--- config.mk ---
export PLATFORM = sky130hd
export DESIGN_NAME = bcd_display_scanner
export DESIGN_NICKNAME = d
export VERILOG_FILES = /design/src/rtl/bcd_display_scanner.sv
export SDC_FILE = /design/constraint.sdc
export NUM_CORES = 1
export LEC_CHECK = 0
export CAP_MARGIN = 20
export CORE_ASPECT_RATIO = 1.75
export CORE_MARGIN = 3
export CORE_UTILIZATION = 25
export CTS_CLUSTER_DIAMETER = 30
export DETAILED_ROUTE_END_ITERATION = 10
export PLACE_DENSITY = 0.48
export SYNTH_ARGS = -nofsm -noshare
export SYNTH_HDL_FRONTEND = slang
export SYNTH_SLANG_ARGS = --single-unit
--- constraint.sdc ---
create_clock -name clk -period 2.8 [get_ports clk]
set_input_delay 0.28 -clock clk [delete_from_list [all_inputs] [get_ports clk]]
set_output_delay 0.28 -clock clk [all_outputs]
set_load 0.01 [all_outputs]
--- src/rtl/bcd_display_scanner.sv ---
// rtl/bcd_display_scanner.sv - multiplexed 7-segment scanner for HH.MM.SS BCD time
// Snapshots digits once per frame and blinks the field currently being set.
module bcd_display_scanner #(
    parameter int REFRESH_DIV = 100000,
    parameter int BLINK_DIV   = 25000000
) (
    input  logic       clk,
    input  logic       rst,
    input  logic [3:0] h_tens,
    input  logic [3:0] h_units,
    input  logic [3:0] m_tens,
    input  logic [3:0] m_units,
    input  logic [3:0] s_tens,
    input  logic [3:0] s_units,
    input  logic [1:0] blink_sel,
    output logic [7:0] an,
    output logic [6:0] seg,
    output logic       dp
);
    localparam int DIV_W  = (REFRESH_DIV > 2) ? $clog2(REFRESH_DIV) : 1;
    localparam int BDIV_W = (BLINK_DIV > 2) ? $clog2(BLINK_DIV) : 1;
    localparam logic [DIV_W-1:0]  DIV_LAST  = DIV_W'(REFRESH_DIV - 1);
    localparam logic [BDIV_W-1:0] BDIV_LAST = BDIV_W'(BLINK_DIV - 1);

    logic [DIV_W-1:0]  div_q, div_d;
    logic [2:0]        slot_q, slot_d;
    logic [BDIV_W-1:0] bdiv_q, bdiv_d;
    logic              phase_q, phase_d;
    logic [23:0]       snap_q, snap_d;
    logic [7:0]        an_q, an_d;
    logic [6:0]        seg_q, seg_d;
    logic              dp_q, dp_d;

    logic              div_wrap;
    logic [3:0]        digit;
    logic [1:0]        slot_field;
    logic              blank;

    always_comb begin
        div_wrap = (div_q == DIV_LAST);
        div_d    = div_wrap ? '0 : div_q + 1'b1;

        slot_d = slot_q;
        if (slot_q > 3'd5) begin
            slot_d = 3'd0;
        end else if (div_wrap) begin
            slot_d = (slot_q == 3'd5) ? 3'd0 : slot_q + 3'd1;
        end

        // Whole-frame capture keeps a carry ripple from tearing across digits.
        snap_d = snap_q;
        if (div_wrap && slot_q == 3'd5) begin
            snap_d = {h_tens, h_units, m_tens, m_units, s_tens, s_units};
        end

        bdiv_d  = (bdiv_q == BDIV_LAST) ? '0 : bdiv_q + 1'b1;
        phase_d = (bdiv_q == BDIV_LAST) ? ~phase_q : phase_q;
    end

    always_comb begin
        digit      = 4'd0;
        slot_field = 2'b00;
        case (slot_q)
            3'd0: begin digit = snap_q[3:0];   slot_field = 2'b11; end
            3'd1: begin digit = snap_q[7:4];   slot_field = 2'b11; end
            3'd2: begin digit = snap_q[11:8];  slot_field = 2'b10; end
            3'd3: begin digit = snap_q[15:12]; slot_field = 2'b10; end
            3'd4: begin digit = snap_q[19:16]; slot_field = 2'b01; end
            3'd5: begin digit = snap_q[23:20]; slot_field = 2'b01; end
            default: begin digit = 4'd0; slot_field = 2'b00; end
        endcase

        blank = phase_q && (blink_sel != 2'b00) && (blink_sel == slot_field);

        case (digit)
            4'd0:    seg_d = 7'h40;
            4'd1:    seg_d = 7'h79;
            4'd2:    seg_d = 7'h24;
            4'd3:    seg_d = 7'h30;
            4'd4:    seg_d = 7'h19;
            4'd5:    seg_d = 7'h12;
            4'd6:    seg_d = 7'h02;
            4'd7:    seg_d = 7'h78;
            4'd8:    seg_d = 7'h00;
            4'd9:    seg_d = 7'h10;
            default: seg_d = 7'h3F;
        endcase

        an_d = 8'hFF;
        dp_d = 1'b1;
        if (slot_q <= 3'd5 && !blank) begin
            an_d[slot_q] = 1'b0;
            dp_d = !(slot_q == 3'd2 || slot_q == 3'd4);
        end
        if (blank || slot_q > 3'd5) begin
            seg_d = 7'h7F;
        end
    end

    always_ff @(posedge clk) begin
        if (rst) begin
            div_q   <= '0;
            slot_q  <= 3'd0;
            bdiv_q  <= '0;
            phase_q <= 1'b0;
            snap_q  <= 24'd0;
            an_q    <= 8'hFF;
            seg_q   <= 7'h7F;
            dp_q    <= 1'b1;
        end else begin
            div_q   <= div_d;
            slot_q  <= slot_d;
            bdiv_q  <= bdiv_d;
            phase_q <= phase_d;
            snap_q  <= snap_d;
            an_q    <= an_d;
            seg_q   <= seg_d;
            dp_q    <= dp_d;
        end
    end

    assign an  = an_q;
    assign seg = seg_q;
    assign dp  = dp_q;
endmodule

==> impl_metrics.csv <==
group,metric,value,unit
setup_path,crit_path_end_kind,"flop",
global_route,track_usage,10.9,%
setup_path,crit_type,"reg -> reg",
timing,relSlewSlack,45.8,%
timing,finalHoldViolations,0,
setup_path,path_buf_inv,2,
cts,cts_hold_buf,0,
timing,fin_crit,2.40,ns
setup_path,cp.required,3.06,ns
setup_path,slowest_delay,0.64,ns
status,status,"finished, final reports clean",
global_route,grt_pass1_vias,2986,
cts,htreeDepth,3,
yosys,synthFlopType,"dfxtp_1",
timing,clock-skew-final,0.00787,ns
route,routed_wl,8.85,mm
route,firstDrtPassIters,6,
final_layout,drive_gt1_share,6.95,%
yosys,yosys_warnings,0,
power_and_ir_drop,ir_drop,0.000310,V
yosys,synth_cells,437,
yosys,synth_top_family_by_area,"simple AND/OR/NAND/NOR gates",
placement,routabilityCongestion,0.766,
yosys,synth_mux_area_share,2.37,%
power_and_ir_drop,power.density,597,nW/um2
cts,cts_buffer_depth,2,
route,post_drt_wl_per_cell,13.2,um
route,drcViolationCount,0,
yosys,synth_edf_count,0,
cts,numCtsBuffers,9,
setup_path,crit_chain,"inv_1 > nor2_1 > ha_1 > a32oi_1 > a31oi_1 > inv_1 > ha_1 > o211ai_1 > o21ai_0 > a32oi_1",
cts,clk-insertion-delay-late,0.34,ns
route,vias_per_cell,4.62,
cts,cts.clk_slew.worst_paths,0.06,ns
yosys,avgSynthCellArea,8.57,um2
timing,setup_violations,0,
timing,rsz0062_at_grt,"false",
route,drtIter0Drc,75,
yosys,synth-seq-cells,86,
floorplan,die_area,16500,um2
yosys,synthXorXnorAreaFrac,9.59,%
global_route,grt_max_degree,25,
setup_path,critPathTopFamily,"compound AO/OA/AOI/OAI gates",
cts,cts_resized,0,
route,via_count,3089,
yosys,synthArstFlopShare,0,%
yosys,synthAdderAreaFrac,2.67,%
floorplan,row_count,58,
global_route,grt_first_pass_wirelength,14.3,mm
timing,hold_ws,0.455,ns
setup_path,worst-endpoint-arrival,2.66,ns
timing,drv_slew,0,
final_layout,syn2layout_area_growth,27.2,%
final_layout,nNetsFinal,520,
final_layout,diodes,0,
route,wl_met3,284,um
timing,worst_pin_slew,0.802,ns
job,cap_violations,0,
placement,post-dp-hpwl,6.58,mm
route,wl_met1,3.56,mm
setup_path,startpoint_type,"flop",
floorplan,io_pins,44,
floorplan,die_height,168,um
placement,placed_cells,653,
route,highest_layer,"met4",
timing,finalCritPeriodShare,85.8,%
placement,io_buffers,43,
global_route,grt-ovfl-total,0,
route,ant_nets,0,
floorplan,core,14500,um2
floorplan,die_w,98.5,um
setup_path,cp_max_fo,15,
cts,root_buffer,"clkbuf_16",
setup_path,slowest_stage,"dfxtp_1",
timing,fin_setup_tns,0,ns
yosys,yosys.area_share.simple,26.0,%
timing,fmax,0.416,GHz
power_and_ir_drop,power.total,2.84,mW
yosys,synth_area,3750,um2
cts,clock-sinks,86,
cts,postCtsSetupBuffers,0,
global_route,antenna_found_initial,0,
yosys,synth-compound-area-share,9.35,%
yosys,ys_types,52,
power_and_ir_drop,cellLeakagePower,1.68,nW
cts,cts_tree,"built",
route,route.met2.wl,4.86,mm
floorplan,start_util,25.8,%
hold_path,hp-class,"reg -> reg",
yosys,ys_seq_area_share,46.0,%
final_layout,instances_no_fill,669,
worst reg2reg max path, cell delays in order (launching register included):
cell	delay, ns
dfxtp_1	0.64
inv_1	0.15
nor2_1	0.13
ha_1	0.25
a32oi_1	0.10
a31oi_1	0.33
inv_1	0.14
ha_1	0.23
o211ai_1	0.08
o21ai_0	0.10
a32oi_1	0.17
per-stage QoR:
stage          util (%)  setup slack (ns)  cell area, um2
2_1_floorplan         -             0.721            3750
3_3_place_gp       30.2             0.508            4380
3_5_place_dp       30.2             0.412            4380
4_1_cts            32.8             0.398            4770
5_1_grt            32.8             0.168            4770
6_report           32.8             0.397            4770
final timing paths:
kind,start,to,slack [ns],cells after the start
hold reg to reg,snap_q[6],snap_q[6],0.45,2
hold / removal,snap_q[6],snap_q[6],0.45,2
setup / recovery,slot_q[0],seg[5],0.40,10
setup reg to reg,slot_q[0],seg[5],0.40,10
flip-flops by register name, summed over array words and instances (netlist names):
register and flops:
bdiv_q 25, snap_q 24, div_q 17, an 8, seg 7, slot_q 3
dp 1, phase_q 1
logic make-up after synthesis:
| group | after synthesis |
|---|---|
| DFF | 86 |
| AOI/OAI and AO/OA | 56 |
| buffers and inverters | 31 |
| other | 1 |
| adders and majority gates | 8 |
| and+or+nand+nor | 206 |
| muxes | 8 |
| xor gates and xnor gates | 41 |
layer usage:
| metal | track usage (%) | up-vias |
|---|---|---|
| met5 | 0 | - |
| met4 | 4.10 | 0 |
| met3 | 3.03 | 9 |
| met2 | 20.6 | 44 |
| met1 | 11.1 | 1455 |
| li1 | - | 1581 |
cells in the mapped netlist, types with 2 or more instances:
library cell | n | share of area, %
xnor2_1 | 17 | 4.0
nand2_1 | 69 | 6.9
nand3_1 | 23 | 3.1
and4_1 | 3 | 0.70
o21ai_0 | 6 | 0.80
a21oi_1 | 29 | 3.9
a311oi_1 | 2 | 0.47
o211ai_1 | 2 | 0.40
buf_2 | 6 | 0.80
nor4bb_1 | 2 | 0.53
dfxtp_1 | 86 | 46
a22oi_1 | 2 | 0.40
buf_4 | 4 | 0.80
a32oi_1 | 4 | 0.94
mux2i_1 | 4 | 1.1
ha_1 | 8 | 2.7
clkbuf_2 | 2 | 0.27
inv_1 | 12 | 1.2
and3_1 | 9 | 1.5
and2_1 | 2 | 0.33
nor4b_1 | 2 | 0.47
nor2_1 | 61 | 6.1
nor3_1 | 5 | 0.67
or2_2 | 2 | 0.33
clkbuf_1 | 6 | 0.60
nor4_1 | 4 | 0.67
nand4_1 | 9 | 1.5
mux2_2 | 3 | 0.90
or4b_1 | 2 | 0.53
nand3b_1 | 5 | 1.0
a31oi_1 | 2 | 0.33
xor2_1 | 24 | 5.6
final cells by class:
class                   count  area [um2]
clock buffers              11         253
clock inverters             5         129
fillers                  1563        9750
inverters                  12        45.0
multi-input cells         321        1880
flip-flops and latches     86        1720
well taps                 180         225
repair buffers             54         513
cells in the final DEF, fill, tap and decap left out, drive strengths merged, types with 12 or more instances in the layout:
| master | n |
|---|---|
| xnor2 | 17 |
| clkdlybuf4s50 | 43 |
| a21oi | 29 |
| xor2 | 24 |
| inv | 12 |
| nand3 | 23 |
| nand2 | 69 |
| nor2 | 61 |
| dfxtp | 86 |
power breakdown:
| group | switching [mW] | total [mW] | leakage (nW) | internal (mW) |
|---|---|---|---|---|
| Sequential | 0.00903 | 1.25 | 0.697 | 1.24 |
| Combinational | 0.0435 | 0.103 | 0.794 | 0.0598 |
| Clock | 0.481 | 1.49 | 0.186 | 1.01 |
Note: power is estimated with default switching activity, not from simulation.
